`config.mk`:
```
export PLATFORM = sky130hd
export DESIGN_NAME = ifu
export DESIGN_NICKNAME = d
export VERILOG_FILES = /design/src/rtl/ifu.sv
export SDC_FILE = /design/constraint.sdc
export NUM_CORES = 1
export LEC_CHECK = 0
export CAP_MARGIN = 20
export CORE_UTILIZATION = 43
export CTS_CLUSTER_SIZE = 28
export DETAILED_ROUTE_END_ITERATION = 7
export PLACE_DENSITY_LB_ADDON = 0.25
export RECOVER_POWER = 50
export SLEW_MARGIN = 20
export SYNTH_ARGS = -nofsm -noshare
export SYNTH_HDL_FRONTEND = slang
export SYNTH_SLANG_ARGS = --single-unit
```
`constraint.sdc`:
```
create_clock -name clk -period 4.19 [get_ports clk]
set_input_delay 0.419 -clock clk [delete_from_list [all_inputs] [get_ports clk]]
set_output_delay 0.419 -clock clk [all_outputs]
set_load 0.005 [all_outputs]
```
`src/rtl/ifu.sv`:
```
// Instruction fetch unit for the NPC core.
// Holds the architectural PC, fetches one instruction per commit over a
// valid/ready request and single-cycle response handshake, and presents the
// word to the decoder until commit supplies the next PC. Misaligned PCs, bus
// errors and response timeouts are presented as a fault slot with inst = 0.
module ifu #(
  parameter logic [31:0] RESET_PC = 32'h8000_0000,
  parameter int unsigned TIMEOUT  = 255,
  parameter int unsigned CNT_W    = 8
) (
  input  logic        clk,
  input  logic        rst,
  input  logic        pc_update,
  input  logic [31:0] pc_next,
  output logic        imem_req_valid,
  input  logic        imem_req_ready,
  output logic [31:0] imem_addr,
  input  logic        imem_rsp_valid,
  input  logic [31:0] imem_rsp_data,
  input  logic        imem_rsp_err,
  output logic [31:0] pc,
  output logic [31:0] inst,
  output logic        inst_valid,
  output logic        inst_fault,
  output logic [31:0] fetch_cnt
);

  typedef enum logic [1:0] {
    S_REQ,
    S_WAIT,
    S_VALID,
    S_FAULT
  } state_t;

  // Timeout fires on the last allowed wait cycle; a zero TIMEOUT disables it.
  localparam bit              TO_EN    = (TIMEOUT != 0);
  localparam logic [CNT_W-1:0] CNT_LAST = CNT_W'(TIMEOUT - 1);

  state_t           state;
  logic [CNT_W-1:0] wait_cnt;
  logic             timeout_hit;
  logic             next_misaligned;
  logic             req_fire;

  assign imem_addr       = pc;
  assign req_fire        = imem_req_valid && imem_req_ready;
  assign timeout_hit     = TO_EN && (wait_cnt == CNT_LAST);
  assign next_misaligned = (pc_next[1:0] != 2'b00);

  // Fetch sequencer: all outputs are registered and updated alongside the state.
  // The request valid is a register so it stays low while reset is held and
  // rises on the first clock after release.
  always_ff @(posedge clk or posedge rst) begin
    if (rst) begin
      state          <= S_REQ;
      pc             <= RESET_PC;
      inst           <= '0;
      inst_valid     <= 1'b0;
      inst_fault     <= 1'b0;
      fetch_cnt      <= '0;
      wait_cnt       <= '0;
      imem_req_valid <= 1'b0;
    end else begin
      case (state)
        S_REQ: begin
          if (req_fire) begin
            imem_req_valid <= 1'b0;
            wait_cnt       <= '0;
            state          <= S_WAIT;
          end else begin
            imem_req_valid <= 1'b1;
          end
        end

        S_WAIT: begin
          if (imem_rsp_valid) begin
            inst_valid <= 1'b1;
            if (imem_rsp_err) begin
              inst       <= '0;
              inst_fault <= 1'b1;
              state      <= S_FAULT;
            end else begin
              inst       <= imem_rsp_data;
              inst_fault <= 1'b0;
              fetch_cnt  <= fetch_cnt + 32'd1;
              state      <= S_VALID;
            end
          end else if (timeout_hit) begin
            inst       <= '0;
            inst_valid <= 1'b1;
            inst_fault <= 1'b1;
            state      <= S_FAULT;
          end else begin
            wait_cnt <= wait_cnt + 1'b1;
          end
        end

        S_VALID, S_FAULT: begin
          if (pc_update) begin
            pc <= pc_next;
            if (next_misaligned) begin
              inst       <= '0;
              inst_valid <= 1'b1;
              inst_fault <= 1'b1;
              state      <= S_FAULT;
            end else begin
              inst_valid     <= 1'b0;
              inst_fault     <= 1'b0;
              imem_req_valid <= 1'b1;
              state          <= S_REQ;
            end
          end
        end

        default: begin
          state <= S_REQ;
        end
      endcase
    end
  end

endmodule

```
==> impl_metrics.env <==
export IMPL_outcome="finished clean"
export IMPL_pwr_share_comb_pct=40.0
export IMPL_portBuffers=200
export IMPL_cp_arrival_ns=2.62
export IMPL_synth_cell_area_um2=4731
export IMPL_synthTopCellsByArea="dfrtp_1 (57%), mux2_2 (7.9%), a22o_1 (5.9%), buf_4 (5.1%), xnor2_1 (4.8%)"
export IMPL_grtUsageTotal_pct=19.41
export IMPL_skew_ns=0.01026
export IMPL_p_per_area_nw_per_um2=562.1
export IMPL_cp_required_ns=4.45
export IMPL_design_core_area_um2=10510
export IMPL_dieArea_um2=11430
export IMPL_yosysMostFrequentCell="dfrtp_1"
export IMPL_pwr_share_clk_pct=16.4
export IMPL_syn_inst=381
export IMPL_grt_pass1_vias=3587
export IMPL_clock_latency_ns=0.37
export IMPL_reg2reg_from="state[0]"
export IMPL_cts_repair_resized=0
export IMPL_synth_warnings=0
export IMPL_rsz0062_at_grt="no"
export IMPL_p_sw_mw=1.138
export IMPL_drv_slew=0
export IMPL_antenna_found_initial=0
export IMPL_drive_above_1_share_pct=10.49
export IMPL_cts_inserted_buffers=9
export IMPL_path_buf_inv=0
export IMPL_ir_drop_v=0.0003513
export IMPL_clk_pin_slew_ns=0.10
export IMPL_worstPathCellList="and4bb_2 -> and3_1 -> nand4_1 -> xnor2_1"
export IMPL_syn_avg_cell_area_um2=12.42
export IMPL_postLayoutCellArea_um2=6798
export IMPL_synth_common_cells="dfrtp_1 (108), mux2_2 (33), a22o_1 (32), buf_4 (32), xnor2_1 (26)"
export IMPL_initialDrtViolationCount=130
export IMPL_crit_family="simple AND/OR/NAND/NOR gates"
export IMPL_place_congestion=0.8313
export IMPL_ys_ff_latch=109
export IMPL_worst_slew_pin_slew_ns=0.9285
export IMPL_slowest_delay_ns=0.80
export IMPL_hold_start="fetch_cnt[31]"
export IMPL_placed_area_um2=6614
export IMPL_wl_per_cell_um=15.46
export IMPL_dr_pass1_iters=4
export IMPL_drv_cap=0
export IMPL_reg2reg_to="fetch_cnt[28]"
export IMPL_fin_setup_tns_ns=0
export IMPL_wirelength_mm=10.65
export IMPL_final_net_count=621
export IMPL_crit_fanout=36
export IMPL_route_detailed_drc=0
export IMPL_yosys_area_top_type_share_pct=57.13
export IMPL_ctsHoldBuffers=0
export IMPL_drtAntennaViolNets=0
export IMPL_fin_crit_sh_pct=56.09
export IMPL_cpMaxStageDelayCell="and4bb_2"
export IMPL_post_cts_repair_setup_buffers=0
export IMPL_antenna_cells=0
export IMPL_start_kind="register"
export IMPL_reg2reg_depth=4
export IMPL_ys_flop_type="dfrtp_1"
export IMPL_cts_tree="built"
export IMPL_htree_num_levels=3
export IMPL_fmax_ghz=0.4255
export IMPL_p_seq_share_pct=43.6
export IMPL_start_util_pct=45.02
export IMPL_clk_path_buf_depth=2
export IMPL_synthArstFlopShare_pct=100.0
export IMPL_max_slew_margin_pct=38.10
export IMPL_fp_row_count=37
export IMPL_vias=3560
export IMPL_reg2reg_setup_slack_ns=1.84
export IMPL_yosysTopAreaCell="dfrtp_1"
export IMPL_hold_viol_final=0
export IMPL_leakagePower_nw=2.983
export IMPL_swShare_pct=29.80
export IMPL_min_path_type="reg2reg"
export IMPL_synth_nets=454
export IMPL_root_buffer="clkbuf_8"
export IMPL_min_path_cells=1
export IMPL_period_minus_slack_ns=2.350
export IMPL_internal_power_mw=2.682
export IMPL_num_io_pins=201
export IMPL_gr_total_overflow=0
export IMPL_grt_first_pass_wirelength_mm=17.39
export IMPL_viasPerCell=5.167
export IMPL_grt_max_degree=79
export IMPL_synth_distinct_cells=43
export IMPL_synthToLayoutAreaGrowth_pct=43.69
export IMPL_end_kind="register"
export IMPL_cts_sinks=109
export IMPL_yosysSeqAreaShare_pct=57.68
export IMPL_dp_hpwl_mm=7.642
export IMPL_die_w_um=106.9
export IMPL_min_to="fetch_cnt[31]"
export IMPL_critical_path_class="reg2reg"
export IMPL_die_y_um=106.9
export IMPL_setup_viol=0
export IMPL_synth_edf_count=0
-- logic make-up (layout without fill, tap and decap cells) --
group | Yosys count | count (layout) | share of synthesized area [%]
buf+inv | 56 | 228 | 7.352
flops | 109 | 109 | 57.68
compound gates | 58 | 58 | 9.310
fa+ha+maj | 3 | 3 | 0.7935
mux | 33 | 33 | 7.855
simple gates | 91 | 91 | 11.27
xor+xnor | 31 | 31 | 5.739
-- power groups by stage --
| stage | sequential (mW) | combinational [mW] | clock [mW] |
|---|---|---|---|
| 4_1_cts | 1.68 | 1.65 | 0.641 |
| 3_3_place_gp | 1.68 | 1.62 | 0 |
| 2_1_floorplan | 1.65 | 0.777 | 0 |
| 6_report | 1.67 | 1.53 | 0.627 |
| 5_1_grt | 1.73 | 1.66 | 0.681 |
| 3_5_place_dp | 1.69 | 1.65 | 0 |
-- state kept, by name, indices dropped and copies added (netlist names) --
| name | cells |
|---|---|
| fetch_cnt | 32 |
| imem_addr | 32 |
| imem_req_valid | 1 |
| inst | 32 |
| inst_fault | 1 |
| inst_valid | 1 |
| state | 2 |
| wait_cnt | 8 |
-- cells in the final DEF, fill, tap and decap left out, drive strengths merged, types with 3 or more instances in the layout --
master	count
a21oi	6
a22o	32
a31oi	5
and2	3
and3	6
and4	4
clkbuf	12
clkdlybuf4s50	136
clkinv	3
dfrtp	108
dlygate4sd3	64
ha	3
inv	9
mux2	33
nand2	20
nand3	17
nand4	18
nor2	6
nor3	6
o21ai	8
xnor2	26
xor2	5
-- routing by layer --
layer	up-vias	track usage [%]	wire length [um]
met3	16	4.559	810
met4	0	7.632	205
li1	1660	-	-
met1	1718	25.30	4678
met2	166	31.34	4955
met5	-	0	0
-- worst reg2reg max path, delay by kind of cell, from the launching register on --
kind,cells,cell delay [ns]
xor gates and xnor gates,1,0.19
DFF,1,0.57
and+or+nand+nor,3,1.49
-- worst max-delay path by stage --
stage,from,to,slack (ns),cells after the start
after floorplan,rst,fetch_cnt[0],0.90,1
after global placement,pc_update,inst[10],1.53,6
after detailed placement,pc_update,inst[20],1.43,6
after CTS,pc_update,inst[6],1.83,6
after global routing,state[1],inst[0],1.65,5
final,state[0],fetch_cnt[28],1.84,4
-- final cells by class --
type,count,area (um^2)
Inverter,9,36.28
Sequential cell,109,2729
Clock inverter,6,63.81
Timing Repair Buffer,203,2017
Fill cell,821,3711
Multi-Input combinational cell,216,1654
Tap cell,136,170.2
Clock buffer,10,127.6
-- metrics by stage --
stage | hold WS [ns] | worst slack, ns | util [%] | total power [mW] | cells
finish | 0.4903 | 1.840 | 64.69 | 3.821 | 689
global route | 0.5208 | 1.650 | 64.69 | 4.066 | 689
CTS | 0.4956 | 1.834 | 64.76 | 3.974 | 689
detailed placement | 0.4688 | 1.433 | 62.94 | 3.335 | 673
global placement | 0.4600 | 1.531 | 62.94 | 3.298 | 673
floorplan | 0.4509 | 0.8987 | - | 2.428 | 381
(Power assumes the default switching activity.)
